===== src/rtl/switch_debouncer.sv =====
// Synchronizes and debounces a vector of raw slide switches.
// Ports:
//   clk, rst_n  - system clock (rising edge), async active-low reset
//   sw_raw      - raw asynchronous switch inputs
//   tick        - one-cycle pulse every DEBOUNCE_MS*SCALE_FACTOR cycles
//   debounced   - debounced switch levels
//   change      - one-cycle mask of bits whose debounced level just flipped
// A bit's debounced level only follows the synchronized input once the
// same value has been seen at two consecutive ticks.
module switch_debouncer #(
    parameter int NUM_LEDS     = 18,
    parameter int SCALE_FACTOR = 50000,
    parameter int DEBOUNCE_MS  = 10
) (
    input  logic                clk,
    input  logic                rst_n,
    input  logic [NUM_LEDS-1:0] sw_raw,
    output logic                tick,
    output logic [NUM_LEDS-1:0] debounced,
    output logic [NUM_LEDS-1:0] change
);

    localparam int TICK_CYC = DEBOUNCE_MS * SCALE_FACTOR;
    localparam int CNT_W    = (TICK_CYC > 1) ? $clog2(TICK_CYC) : 1;

    logic [CNT_W-1:0]    tick_cnt;
    logic [NUM_LEDS-1:0] sync1, sync2;
    logic [NUM_LEDS-1:0] sample;
    logic [NUM_LEDS-1:0] stable;
    logic [NUM_LEDS-1:0] deb_next;

    assign tick = (tick_cnt == CNT_W'(TICK_CYC - 1));

    // Bits that matched the previous tick's sample take the new value;
    // everything else keeps its current debounced level.
    always_comb begin
        stable   = ~(sync2 ^ sample);
        deb_next = (stable & sync2) | (~stable & debounced);
    end

    always_ff @(posedge clk or negedge rst_n) begin
        if (!rst_n) begin
            tick_cnt  <= '0;
            sync1     <= '0;
            sync2     <= '0;
            sample    <= '0;
            debounced <= '0;
            change    <= '0;
        end else begin
            sync1    <= sw_raw;
            sync2    <= sync1;
            tick_cnt <= tick ? '0 : tick_cnt + 1'b1;
            if (tick) begin
                sample    <= sync2;
                debounced <= deb_next;
                change    <= deb_next ^ debounced;
            end else begin
                change    <= '0;
            end
        end
    end

endmodule


===== config.mk =====
export PLATFORM = sky130hd
export DESIGN_NAME = switch_debouncer
export DESIGN_NICKNAME = d
export VERILOG_FILES = /design/src/rtl/switch_debouncer.sv
export SDC_FILE = /design/constraint.sdc
export NUM_CORES = 1
export LEC_CHECK = 0
export CAP_MARGIN = 25
export CORE_AREA = 3 3 132 134
export CTS_CLUSTER_SIZE = 30
export DETAILED_ROUTE_END_ITERATION = 7
export DIE_AREA = 0 0 135 137
export SETUP_SLACK_MARGIN = 0.02
export SLEW_MARGIN = 20
export SYNTH_ARGS = -nofsm -noshare
export SYNTH_HDL_FRONTEND = slang
export SYNTH_SLANG_ARGS = --single-unit
export TNS_END_PERCENT = 50

===== constraint.sdc =====
create_clock -name clk -period 3.3 [get_ports clk]
set_clock_uncertainty 0.1 [all_clocks]
set_input_delay 0.66 -clock clk [delete_from_list [all_inputs] [get_ports clk]]
set_output_delay 0.66 -clock clk [all_outputs]
set_load 0.02 [all_outputs]

; ---- Word level (Yosys, flattened, before mapping)
; Index checks and enable logic that the tools add are counted.
[totals]
out_inout_bits = 37
reg_bits = 109
inputBits = 20
elab_cells = 17
[classes]
bitwise_logic = 7
addsub = 1
n_eq_ne = 1
n_mux = 2
[op_table]
columns = op, n
row1 = $and A18 B18 Y18, 2
row2 = $not A18 Y18, 2
row3 = $xor A18 B18 Y18, 2
row4 = $add A19 B1 Y19 const B, 1
row5 = $eq A19 B19 Y1 const B, 1
row6 = $mux W19, 1
row7 = $mux W18, 1
row8 = $or A18 B18 Y18, 1

; ---- Logic depth before layout (Yosys ltp)
; Gate-level depths: netlist (run 1).
[depth]
depth_word = 7
ltp_mapped = 8

; ---- Least setup slack after synthesis (run 1)
; Ideal clock, no wire load.
[synth_timing]
kind = reg2out
from = reg tick_cnt[10]
to = out tick
path_stages_with_launch = 8
setup_slack_ns = 0.460
n_path_buf = 3
required_ns = 2.540
arrival_time_ns = 2.080
cell_sequence = dfrtp_1 -> or4b_1 -> or4_1 -> buf_2 -> or2_1 -> buf_6 -> buf_6 -> inv_2
[synth_via]
elab_chain_cells = 1
[synth_lines]
columns = element, line
row1 = start: declaration, 26  ; logic [CNT_W-1:0] tick_cnt;
row2 = start signal: assignment, 52  ; tick_cnt <= tick ? '0 : tick_cnt + 1'b1;
row3 = $eq A19 B19 Y1, 32  ; assign tick = (tick_cnt == CNT_W'(TICK_CYC - 1));
row4 = end: declaration, 18  ; output logic tick,
; No other way between the ends.

; ---- Final worst setup path (run 1)
; Ends and elaborated chain as after synthesis.

==> metrics.md, run 1 <==
| Metric | Value |
|---|---|
| Status | finished, final reports clean |
| I/O pins | 57 |
| Synth-to-layout area growth | 27.2% |
| Worst-path clk slew | 0.07 ns |
| GR peak layer | met2 |
| Die area | 18,500 µm² |
| Final period util | 95.8% |
| # port buffers | 56 |
| Most frequent cells in the layout | dfrtp_1 (109), nor2_1 (64), clkdlybuf4s50_1 (54) |
| DRC viols | 0 |
| CTS sink cnt | 109 |
| Worst Max-Slew Pin Slew | 0.662 ns |
| Clk Latency, worst-skew pair | 0.34 ns |
| M1 GR Usage | 11.8% |
| Worst Hold Class | input pin to asynchronous set/reset pin |
| Syn_area_per_cell | 11.7 µm² |
| Synth top area cells | dfrtp_1 (67%), nor2_1 (5.9%), mux2_2 (4.7%), o21ai_0 (4.6%), o211ai_1 (3.3%) |
| Sequential element share of the synthesized area | 66.7% |
| Post-route minimum period | 3.16 ns |
| CORE AREA | 16,400 µm² |
| Post-Route WL | 8260 µm |
| Crit Path Max Fanout | 3 |
| Crit Path Class | register to output port |
| Final #Nets | 433 |
| Final setup vio count | 0 |
| Die Span Y | 137 µm |
| PnR worst setup slack | 0.138 ns |
| DRT Pass-1 Iters | 6 |
| Flops & latches, synth | 109 |
| Slowest cell on crit path | or4b_1 |
| Slowest stage delay, CP | 0.53 ns |
| Netlist cell types | 29 |
| Inst Count DP | 621 |
| Ratio of cells with drive above 1 in the final layout | 9.59% |
| Post-CTS Setup Bufs | 0 |
| CP Capture Type | output port |
| Largest net degree at the start of global routing | 65 |
| Syn Std Cell Area | 4090 µm² |
| Placed inst area | 4910 µm² |
| Commonest non-fill, non-tap cell in the layout | dfrtp_1 |
| Grt ovf | 0 |
| Setup TNS | 0 ns |
| Final Hold Vio Count | 0 |
| Max clock buf depth | 2 |
| Synth area leader | dfrtp_1 |
| CTS Hold Buffers Added | 0 |
| Fill cell count | 1,627 |
| RSZ-0062 raised after global routing | false |
| Cts repair resizes | 1 |
| Initial Utilization | 24.9% |
| Critical Path Start Type | register |
| Cell area after layout | 5200 µm² |
| Rows | 47 |
| Number of warnings issued by yosys | 0 |
| Critical Path AT | 2.40 ns |
| Setup WS pre-CTS | 0.227 ns |
| Die span in x | 135 µm |
| GR Util met3 | 2.21% |
| Antenna Violating Nets Remaining | 0 |
| PwrDens | 476 nW/µm² |
| CTS root buf | clkbuf_16 |
| Final std cells w/o fill | 637 |
| Routing usage on met2 | 14.9% |
| Initial antenna violation count | 0 |
| Ant diodes | 0 |
| HPWL Detailed | 5270 µm |
| Fin util | 31.7% |
| Crit-path cells | or4b_1 -> or4_1 -> or2_2 -> inv_2 -> dlygate4sd2_1 |
| Vias in the first global route | 2,756 |
| MaxCap Viol Count | 0 |
| Power, Total | 2.48 mW |
| Synthesized instance count | 351 |
| Highest clock rate | 0.316 GHz |
| Htree depth | 3 |
| CP required | 2.54 ns |
| Pleak | 2.21 nW |
| Via count | 2,827 |
| First-pass GRT wire length | 13,600 µm |
| CTS Buf Count | 9 |
| Initial DRC Count | 167 |
| Max VDD drop | 204 µV |
| Pins Over Slew Limit | 0 |
| Hold Worst Slack | 0.215 ns |
| Tot GR Track Use | 9.50% |
| Via/cell ratio | 4.44 |
| Post-synth top area share | 66.7% |
| CTS tree | done |
| Routability Congestion | 0.759 |
| Relative slew margins | 55.9% |
| Post-Synthesis Net Count | 372 |
| Routed WL per cell | 13.0 µm |
-- power by group --
group	total (mW)	switching, mW	internal (mW)
combinational	0.0562	0.0314	0.0248
clock	1.05	0.453	0.596
sequential	1.37	0.0131	1.36
total	2.48	0.498	1.98
-- critical path: cells and delay by family, from the launching register on --
kind          cells  cell delay (ns)
simple gates      3             1.28
buf+inv           2             0.38
flops             1             0.40
-- registers in the layout, summed over array words and instances, names as in the netlist --
register / count
tick_cnt: 19
change: 18
debounced: 18
sample: 18
sync1: 18
sync2: 18
-- logic make-up after synthesis --
group                      synth area share, %
adders and majority gates                0.306
AOI/OAI and AO/OA                         11.0
and+or+nand+nor                           12.4
DFF                                       66.7
xor gates and xnor gates                  2.78
buffers and inverters                     1.80
muxes                                     5.05
-- cell usage after synthesis, drive strengths merged --
cell type  count
a21oi         22
and2           1
and4           2
buf            7
clkbuf         4
dfrtp        109
ha             1
inv            3
mux2          18
nand2         27
nand3          5
nand4          5
nor2          64
nor3           1
nor4           1
nor4b          1
o211ai        18
o21ai         38
o31ai          2
or2            2
or3            3
or4            3
or4b           1
xnor2          8
xor2           5
-- cell type report --
type                            instances  area [µm²]  share of cell area (%)
Sequential cell                       109        2730                    52.4
Clock buffer                           16         292                    5.61
Multi-Input combinational cell        228        1290                    24.8
Tap cell                              220         275                    5.29
Timing Repair Buffer                   61         607                    11.7
Inverter                                3        11.3                   0.217
-- per-layer routing --
metal  part of all wire [%]  vias to the layer above
li1                       -                     1342
met1                     45                     1413
met2                     48                       58
met3                    4.0                       14
met4                    2.8                        0
met5                      0                        -
-- worst paths after layout --
path | from | end | slack [ns] | cells past startpoint
max in group asynchronous | rst_n | sample[14] | 2.11 | 2
min in group clk | sync1[0] | sync2[0] | 0.25 | 0
max reg2reg | tick_cnt[10] | sample[16] | 0.68 | 5
min reg2reg | sync1[0] | sync2[0] | 0.25 | 0
max | tick_cnt[10] | tick | 0.14 | 5
min | rst_n | change[11] | 0.21 | 1
No activity file was read; power rests on OpenSTA's default activity.
==> inputs of run 2 (changes only) <==
SKIP_CTS_REPAIR_TIMING = 1   (was unset)
==> run 2 against run 1 <==
Non-clock buffer count unchanged. Global-route usage unchanged. Die area unchanged. Final cell count stayed put. Count of clock-buffer cells in the layout did not move. First-iteration DRC count unchanged. Highest routed layer unchanged.
==> metrics.md, run 2 (synthesis gave the netlist of run 1 again) <==
| Metric | Value |
|---|---|
| Worst Max-Slew Pin Slew | 0.661 ns (-0.00108 ns) |
| Max clock buf depth | 2 (unchanged) |
| Multi-input logic area | 1290 µm² (unchanged) |
| I/O pins | 57 (unchanged) |
| Worst Hold Class | input pin to asynchronous set/reset pin |
| Via count | 2,830 (+0.11%) |
| CORE AREA | 16,400 µm² (unchanged) |
| Final Hold Vio Count | 0 (unchanged) |
| CP Capture Type | output port |
| Switching part of the total | 20.1% (about the same) |
| Die Span Y | 137 µm (unchanged) |
| Clk Latency, worst-skew pair | 0.34 ns (about the same) |
| Most frequent cells in the layout | dfrtp_1 (109), nor2_1 (64), clkdlybuf4s50_1 (54) |
| Hold Worst Slack | 0.215 ns (+0.0000460 ns) |
| First-pass GRT wire length | 13,600 µm (unchanged) |
| Worst-path clk slew | 0.07 ns (about the same) |
| Slowest stage delay, CP | 0.53 ns (about the same) |
| Initial antenna violation count | 0 (unchanged) |
| PwrDens | 476 nW/µm² (about the same) |
| Critical Path AT | 2.29 ns (-0.11 ns) |
| Crit Path Max Fanout | 3 (unchanged) |
| Ant diodes | 0 (unchanged) |
| Via/cell ratio | 4.44 (+0.11%) |
| Fill cell count | 1,626 (-0.061%) |
| CTS sink cnt | 109 (unchanged) |
| Setup WS pre-CTS | 0.227 ns (unchanged) |
| Cell internal pwr | 1.98 mW (unchanged) |
| Status | finished, final reports clean |
| Buf/Inv on CP | 2 (unchanged) |
| Relative slew margins | 56.0% (+0.072 points) |
| Cell area after layout | 5200 µm² (about the same) |
| HPWL Detailed | 5270 µm (unchanged) |
| Final setup vio count | 0 (unchanged) |
| MaxCap Viol Count | 0 (unchanged) |
| Placed inst area | 4910 µm² (unchanged) |
| Initial DRC Count | 167 (unchanged) |
| CTS root buf | clkbuf_16 |
| Rows | 47 (unchanged) |
| CTS tree | done |
| Final period util | 92.5% (-3.3 points) |
| Routability Congestion | 0.759 (unchanged) |
| RSZ-0062 raised after global routing | false |
| Pleak | 2.23 nW (+0.63%) |
| Clk pwr share | 42.4% (about the same) |
| Synth-to-layout area growth | 27.3% (about the same) |
| Sequential cell area | 2730 µm² (unchanged) |
| Tot GR Track Use | 9.50% (unchanged) |
| Post-route minimum period | 3.05 ns (-0.111 ns) |
| Vias in the first global route | 2,756 (unchanged) |
| Initial Utilization | 24.9% (unchanged) |
| Commonest non-fill, non-tap cell in the layout | dfrtp_1 |
| Slowest cell on crit path | or4b_1 |
| PnR worst setup slack | 0.249 ns (+0.111 ns) |
| Biggest register | tick_cnt |
| Switching Power | 498 µW (about the same) |
| Htree depth | 3 (unchanged) |
| Routed WL per cell | 13.0 µm (+0.16%) |
| Register share of total power | 55.4% (about the same) |
| Setup TNS | 0 ns (unchanged) |
| Die span in x | 135 µm (unchanged) |
| # port buffers | 56 (unchanged) |
| Antenna Violating Nets Remaining | 0 (unchanged) |
| Ratio of cells with drive above 1 in the final layout | 9.59% (unchanged) |
| Pins Over Slew Limit | 0 (unchanged) |
| Critical Path Start Type | register |
| Grt ovf | 0 (unchanged) |
| Crit path max-delay family | simple AND/OR/NAND/NOR gates |
| Comb pwr share | 2.3% (about the same) |
| Final #Nets | 433 (unchanged) |
| DRC viols | 0 (unchanged) |
| Post-Route WL | 8270 µm (+0.16%) |
| Crit Path Class | register to output port |
| Highest clock rate | 0.328 GHz (+3.6%) |
| Max FFs per register | 19 (unchanged) |
| CP required | 2.54 ns (about the same) |
| Crit-path cells | or4b_1 -> or4_1 -> or2_2 -> inv_2 -> dlymetal6s2s_1 |
| CTS Buf Count | 9 (unchanged) |
| Largest net degree at the start of global routing | 65 (unchanged) |
| Max VDD drop | 204 µV (about the same) |
| DRT Pass-1 Iters | 6 (unchanged) |
| Die area | 18,500 µm² (unchanged) |
==> run 2: worst paths after layout <==
path,slack [ns],cells after the start,start,to
max in group asynchronous,2.11,2,rst_n,sample[14]
hold reg to reg,0.25,0,sync1[0],sync2[0]
setup / recovery,0.25,5,tick_cnt[10],tick
setup reg to reg,0.68,5,tick_cnt[10],sample[16]
min in group clk,0.25,0,sync1[0],sync2[0]
hold / removal,0.21,1,rst_n,change[11]
==> run 2: metal layers <==
metal / global-route usage, % / vias to the layer above / routed length (µm)
met5: 0 / - / 0
met4: 5.94 / 0 / 229
met3: 2.21 / 14 / 337
met2: 14.9 / 56 / 3980
met1: 11.8 / 1418 / 3720
li1: - / 1342 / -
==> run 2: cell type report <==
class / count / area share, %
clock buffers: 16 / 5.60
inverters: 3 / 0.216
multi-input cells: 228 / 24.8
flip-flops and latches: 109 / 52.4
well taps: 220 / 5.29
repair buffers: 61 / 11.7
==> run 2: stage by stage <==
stage | std cells | utilization [%] | power, mW
CTS | 637 | 31.7 | 2.53
global route | 637 | 31.7 | 2.58
finish | 637 | 31.7 | 2.48
floorplan | 351 | - | 1.40
global placement | 621 | 29.9 | 1.45
detailed placement | 621 | 29.9 | 1.46
==> run 2: power by group through the flow <==
stage	clock network (mW)	registers [mW]	logic [mW]
2_1_floorplan	0	1.39	0.00544
3_3_place_gp	0	1.40	0.0585
4_1_cts	1.10	1.37	0.0600
3_5_place_dp	0	1.40	0.0595
6_report	1.05	1.37	0.0562
5_1_grt	1.15	1.37	0.0649
==> run 2: worst register-to-register path: stages, from the launching register on <==
cell and delay (ns):
dfrtp_1 0.40, or4b_1 0.53, or4_1 0.42, or2_2 0.33, buf_4 0.33, mux2_4 0.40
